## config.mk

```make
export PLATFORM = sky130hd
export DESIGN_NAME = pipelined_decode
export DESIGN_NICKNAME = d
export VERILOG_FILES = /design/src/rtl/pipelined_decode_pkg.sv /design/src/rtl/pipelined_decode_regfile_bypass.sv /design/src/rtl/pipelined_decode.sv
export SDC_FILE = /design/constraint.sdc
export NUM_CORES = 2
export LEC_CHECK = 0
export ABC_AREA = 1
export CAP_MARGIN = 25
export CORE_UTILIZATION = 30
export CTS_CLUSTER_DIAMETER = 120
export DETAILED_ROUTE_END_ITERATION = 8
export PLACE_DENSITY = 0.57
export REMOVE_ABC_BUFFERS = 1
export SLEW_MARGIN = 40
export SYNTH_ARGS = -nofsm -noshare
export SYNTH_HDL_FRONTEND = slang
export SYNTH_SLANG_ARGS = --single-unit
```

## constraint.sdc

```tcl
create_clock -name Clk -period 4.84 [get_ports Clk]
set_clock_uncertainty 0.05 [all_clocks]
set_input_delay 0.968 -clock Clk [delete_from_list [all_inputs] [get_ports Clk]]
set_output_delay 0.968 -clock Clk [all_outputs]
set_load 0.01 [all_outputs]
```

## src/rtl/pipelined_decode_pkg.sv

```systemverilog
// Shared decode constants: opcodes that select immediate extension, the load
// opcode, and default bit positions inside the control bundle.
package pipelined_decode_pkg;

  localparam logic [5:0] OP_RTYPE = 6'h00;
  localparam logic [5:0] OP_ADDI  = 6'h08;
  localparam logic [5:0] OP_ANDI  = 6'h0C;
  localparam logic [5:0] OP_ORI   = 6'h0D;
  localparam logic [5:0] OP_XORI  = 6'h0E;
  localparam logic [5:0] OP_LW    = 6'h23;

  localparam int MEMREAD_BIT_DEF = 0;
  localparam int REGDST_BIT_DEF  = 1;

  // Logical immediates are zero-extended; everything else sign-extends.
  function automatic logic is_zext_op(input logic [5:0] op);
    return (op == OP_ANDI) || (op == OP_ORI) || (op == OP_XORI);
  endfunction

endpackage

```

## src/rtl/pipelined_decode_regfile_bypass.sv

```systemverilog
// Register file with two combinational read ports, one write port, hardwired
// zero register and same-cycle write-to-read bypass.
module regfile_bypass
  import pipelined_decode_pkg::*;
#(
  parameter int DATA_W   = 32,
  parameter int NUM_REGS = 32,
  localparam int AW      = $clog2(NUM_REGS)
) (
  input  logic              clk,
  input  logic              reset,
  input  logic              we,
  input  logic [AW-1:0]     waddr,
  input  logic [DATA_W-1:0] wdata,
  input  logic [AW-1:0]     raddr1,
  input  logic [AW-1:0]     raddr2,
  output logic [DATA_W-1:0] rdata1,
  output logic [DATA_W-1:0] rdata2
);

  logic [DATA_W-1:0] regs [NUM_REGS];

  always_ff @(posedge clk) begin
    if (reset) begin
      for (int i = 0; i < NUM_REGS; i++) regs[i] <= '0;
    end else if (we && (waddr != '0)) begin
      regs[waddr] <= wdata;
    end
  end

  always_comb begin
    rdata1 = '0;
    rdata2 = '0;
    if (raddr1 != '0) rdata1 = (we && (waddr == raddr1)) ? wdata : regs[raddr1];
    if (raddr2 != '0) rdata2 = (we && (waddr == raddr2)) ? wdata : regs[raddr2];
  end

endmodule

```

## src/rtl/pipelined_decode.sv

```systemverilog
// Decode stage: register read with writeback bypass, immediate extension,
// destination select, load-use bubble insertion and the decode/execute register.
module pipelined_decode
  import pipelined_decode_pkg::*;
#(
  parameter int DATA_W      = 32,
  parameter int NUM_REGS    = 32,
  parameter int CTRL_W      = 16,
  parameter int MEMREAD_BIT = MEMREAD_BIT_DEF,
  parameter int REGDST_BIT  = REGDST_BIT_DEF,
  localparam int AW         = $clog2(NUM_REGS)
) (
  input  logic              Clk,
  input  logic              Reset,
  input  logic              InValid,
  output logic              InReady,
  input  logic [31:0]       Instruction,
  input  logic [CTRL_W-1:0] CtrlIn,
  input  logic [AW-1:0]     WriteRegister,
  input  logic [DATA_W-1:0] WriteData,
  input  logic              RegWriteIn,
  input  logic              Move,
  input  logic              Flush,
  input  logic              StallIn,
  output logic              OutValid,
  output logic [DATA_W-1:0] ReadData1,
  output logic [DATA_W-1:0] ReadData2,
  output logic [DATA_W-1:0] ImmExtended,
  output logic [AW-1:0]     Rs,
  output logic [AW-1:0]     Rt,
  output logic [AW-1:0]     DestReg,
  output logic [CTRL_W-1:0] CtrlOut,
  output logic              HazardStall
);

  logic [5:0]        opcode;
  logic [AW-1:0]     rs_in, rt_in, rd_in, dest_in;
  logic [DATA_W-1:0] rd1, rd2, imm_zext, imm_sext, imm_in;
  logic              hazard;

  assign opcode   = Instruction[31:26];
  assign rs_in    = AW'(Instruction[25:21]);
  assign rt_in    = AW'(Instruction[20:16]);
  assign rd_in    = AW'(Instruction[15:11]);
  assign dest_in  = CtrlIn[REGDST_BIT] ? rd_in : rt_in;
  assign imm_zext = DATA_W'(Instruction[15:0]);
  assign imm_sext = DATA_W'($signed(Instruction[15:0]));
  assign imm_in   = is_zext_op(opcode) ? imm_zext : imm_sext;

  regfile_bypass #(.DATA_W(DATA_W), .NUM_REGS(NUM_REGS)) u_regfile (
    .clk    (Clk),
    .reset  (Reset),
    .we     (RegWriteIn && Move),
    .waddr  (WriteRegister),
    .wdata  (WriteData),
    .raddr1 (rs_in),
    .raddr2 (rt_in),
    .rdata1 (rd1),
    .rdata2 (rd2)
  );

  // A load sitting in the stage cannot forward its data to a dependent consumer.
  assign hazard = OutValid && CtrlOut[MEMREAD_BIT] && (DestReg != '0) &&
                  ((DestReg == rs_in) || (DestReg == rt_in)) && InValid && !Flush;

  assign HazardStall = hazard;
  assign InReady     = Flush || (!StallIn && !hazard);

  always_ff @(posedge Clk) begin
    if (Reset) begin
      OutValid    <= 1'b0;
      CtrlOut     <= '0;
      ReadData1   <= '0;
      ReadData2   <= '0;
      ImmExtended <= '0;
      Rs          <= '0;
      Rt          <= '0;
      DestReg     <= '0;
    end else if (Flush) begin
      OutValid <= 1'b0;
      CtrlOut  <= '0;
    end else if (!StallIn) begin
      if (hazard) begin
        OutValid <= 1'b0;
        CtrlOut  <= '0;
      end else begin
        OutValid    <= InValid;
        CtrlOut     <= InValid ? CtrlIn : '0;
        ReadData1   <= rd1;
        ReadData2   <= rd2;
        ImmExtended <= imm_in;
        Rs          <= rs_in;
        Rt          <= rt_in;
        DestReg     <= dest_in;
      end
    end
  end

endmodule
```

==> run metrics <==
total iterations of the first detailed-routing run 9; gpl congestion roughly 0.92; Final Total Pwr ~0.025 W; CP peak stage delay just under 0.5 ns; H-tree Lvls 3; cell count after placement approximately 10k; root buffer cell clkbuf_16; RSZ-0062 raised after global routing false; Rel. slew slack between 30% and 40%; Synth cell types 28; clk buf depth 3; CP cell instances buf_4, inv_4, nand2_1, nand2_1, nor2_1, nand3_1, nand2_1, nand2_1, nand2_1, nand2_1, clkdlybuf4s50_1; Hold Vio Cnt, Final 0; Non-Filler Instances ~11k; number of global-route vias before repair ~54k; Buf/Inv on CP 3; critical path required time ~3.8 ns; crit end category primary output; Static Leak about 29 nW; Via Count 58.2k; Crit Reg-Reg Startpoint DestReg[1]$_SDFFE_PP0P_; Multi-input gate area approximately 25000 sq um; post-cts gate resize count 0; run status completed; Post-route DRC 0; CP Class input port to primary output; largest net degree at the start of global routing a little under 200; DR WL/cell roughly 25 um; CP delay by family, top simple AND/OR/NAND/NOR gates; Tmin final between 3 and 4 ns; CP startpoint Instruction[19]; Ys Warns 0; die width roughly 460 um; Core ar. slightly above 200000 sq um; total CTS buffers 117; Chip Height 456 um; sequential cell area between 30000 and 40000 sq um; dpl hpwl between 150 and 200 mm; Initial Util 30.2%; post-synthesis area per instance ~7.8 sq um; synthesized area 61900 sq um; Worst-Margin Slew between 0.9 and 1 ns; fin nets a little under 8k; die footprint 208000 sq um; gr ovfl total 0; cell mode on critical path nand2_1; worst skew pair latency ~0.81 ns; Met2 Routed Length between 100 and 150 mm; max_cap viols 0; Max IR drop VDD between 0.0002 and 0.0003 V; period utilization 80.9%; hold_sp ImmExtended[5]$_SDFFE_PP0P_; via/cell ratio 5.47; commonest non-fill, non-tap cell in the layout nand2_1; Slew Limit Fails 0; # hold bufs at CTS 0; Fillers about 21k; WL met3 29.4 mm; first-pass GRT wire length around 380 mm; sequential area share after synthesis between 50% and 60%; share of cells above drive strength 1 about 6.9%; # IOs between 200 and 250; Hold Crit Class flip-flop to flip-flop; Post-CTS Repair Setup Buffers 0; Rows 166; # clock sinks about 1.1k; final wirelength 268 mm; Gate Count Post-Synth 7939; WP data arrival between 2 and 3 ns; power per cell area 347 nW/um^2; Syn-to-layout area delta 14.9%; antenna-violating nets left 0; Startpoint Class input port; most frequent cells in the layout nand2_1, nor2_1, edfxtp_1; Max FO, Critical Path 14; slowest CP cell clkdlybuf4s50_1; Achievable Freq 0.255 GHz; setup violators final 0; antenna violations before repair 6; CTS tree built; clk slew on worst S/H paths about 0.06 ns; Port Buffers between 200 and 250; M1 WL around 96 mm; synthesis-stage register bit count 1137; drt initial violations roughly 7.9k; GRT Overall Usage between 20% and 30%; Top Metal Used met5
[sequential cells by signal (all words and copies together), names as in the netlist]
name / count
ImmExtended: 17
ReadData1: 32
CtrlOut: 16
Rt: 5
DestReg: 5
ReadData2: 32
OutValid: 1
Rs: 5
u_regfile.regs: 1024
[cell families (layout without fill, tap and decap cells)]
| group | Yosys count | count (layout) | synth area share (%) |
|---|---|---|---|
| xor gates and xnor gates | 4 | 4 | 0.0566 |
| other | 1 | 36 | 0.00606 |
| AOI/OAI and AO/OA | 736 | 736 | 7.05 |
| DFF | 1137 | 1137 | 53.3 |
| and+or+nand+nor | 4950 | 4950 | 32.1 |
| buffers and inverters | 1111 | 1088 | 7.49 |
[power breakdown]
part           switching [W]  total [W]  internal (W)
clock                0.00419    0.00983       0.00563
sequential          0.000254     0.0115        0.0112
combinational        0.00244    0.00337      0.000932
total                0.00688     0.0246        0.0178
[tightest hold or removal path, delay by kind of cell (launching register included)]
| kind | cells | cell delay, ns |
|---|---|---|
| simple gates | 1 | 0.06 |
| flops | 1 | 0.31 |
| compound gates | 1 | 0.05 |
[layout make-up]
class                   count  area share, %
clock inverters            63           1.11
diodes                      4         0.0141
flip-flops and latches   1137           46.4
clock buffers             157           4.64
inverters                 441           2.37
repair buffers            427           6.15
multi-input cells        5722           34.6
well taps                2688           4.73
[metrics by stage]
stage	cell area, sq um	hold WS (ns)	setup TNS, ns	worst slack (ns)	util [%]
6_report	71100	0.413	0	0.923	34.7
5_1_grt	71100	0.433	0	0.784	34.7
4_1_cts	71000	0.415	0	0.957	34.7
3_5_place_dp	66900	0.404	0	0.840	32.7
3_3_place_gp	66800	0.398	0	0.788	32.6
2_1_floorplan	59000	0.431	-296.67	-3.22	-
[layer usage]
| metal | global-route usage, % | vias to the layer above |
|---|---|---|
| met1 | 29.9 | 27800 |
| met4 | 17.5 | 2 |
| li1 | - | 25700 |
| met2 | 39.8 | 3878 |
| met5 | 0 | - |
| met3 | 4.60 | 919 |
[path summary, 6_finish.rpt]
path	to	slack, ns	cells after the start
hold reg to reg	ImmExtended[5]$_SDFFE_PP0P_	0.41	2
setup / recovery	InReady	0.92	11
setup reg to reg	ReadData1[28]$_SDFFE_PP0P_	1.87	12
hold / removal	ImmExtended[5]$_SDFFE_PP0P_	0.41	2
[synthesized netlist by cell type]
cell | instances | area share (%)
a21oi_1 | 349 | 2.8
buf_1 | 46 | 0.28
buf_2 | 307 | 2.5
buf_4 | 21 | 0.25
clkbuf_1 | 296 | 1.8
clkinv_1 | 1 | 0.0061
conb_1 | 1 | 0.0061
dfxtp_1 | 113 | 3.7
edfxtp_1 | 1024 | 50
inv_1 | 429 | 2.6
inv_2 | 11 | 0.067
nand2_1 | 2492 | 15
nand3_1 | 847 | 6.8
nand3_2 | 1 | 0.016
nand4_1 | 22 | 0.22
nor2_1 | 1527 | 9.3
nor2_2 | 4 | 0.040
nor3_1 | 12 | 0.097
nor3_2 | 3 | 0.049
nor3b_1 | 1 | 0.012
nor4_1 | 1 | 0.010
o211ai_1 | 271 | 3.3
o21ai_0 | 110 | 0.89
o21ai_1 | 4 | 0.032
o22ai_1 | 2 | 0.020
or2_2 | 40 | 0.40
xnor2_1 | 2 | 0.028
xor2_1 | 2 | 0.028
Power figures use the tool's default switching activity.
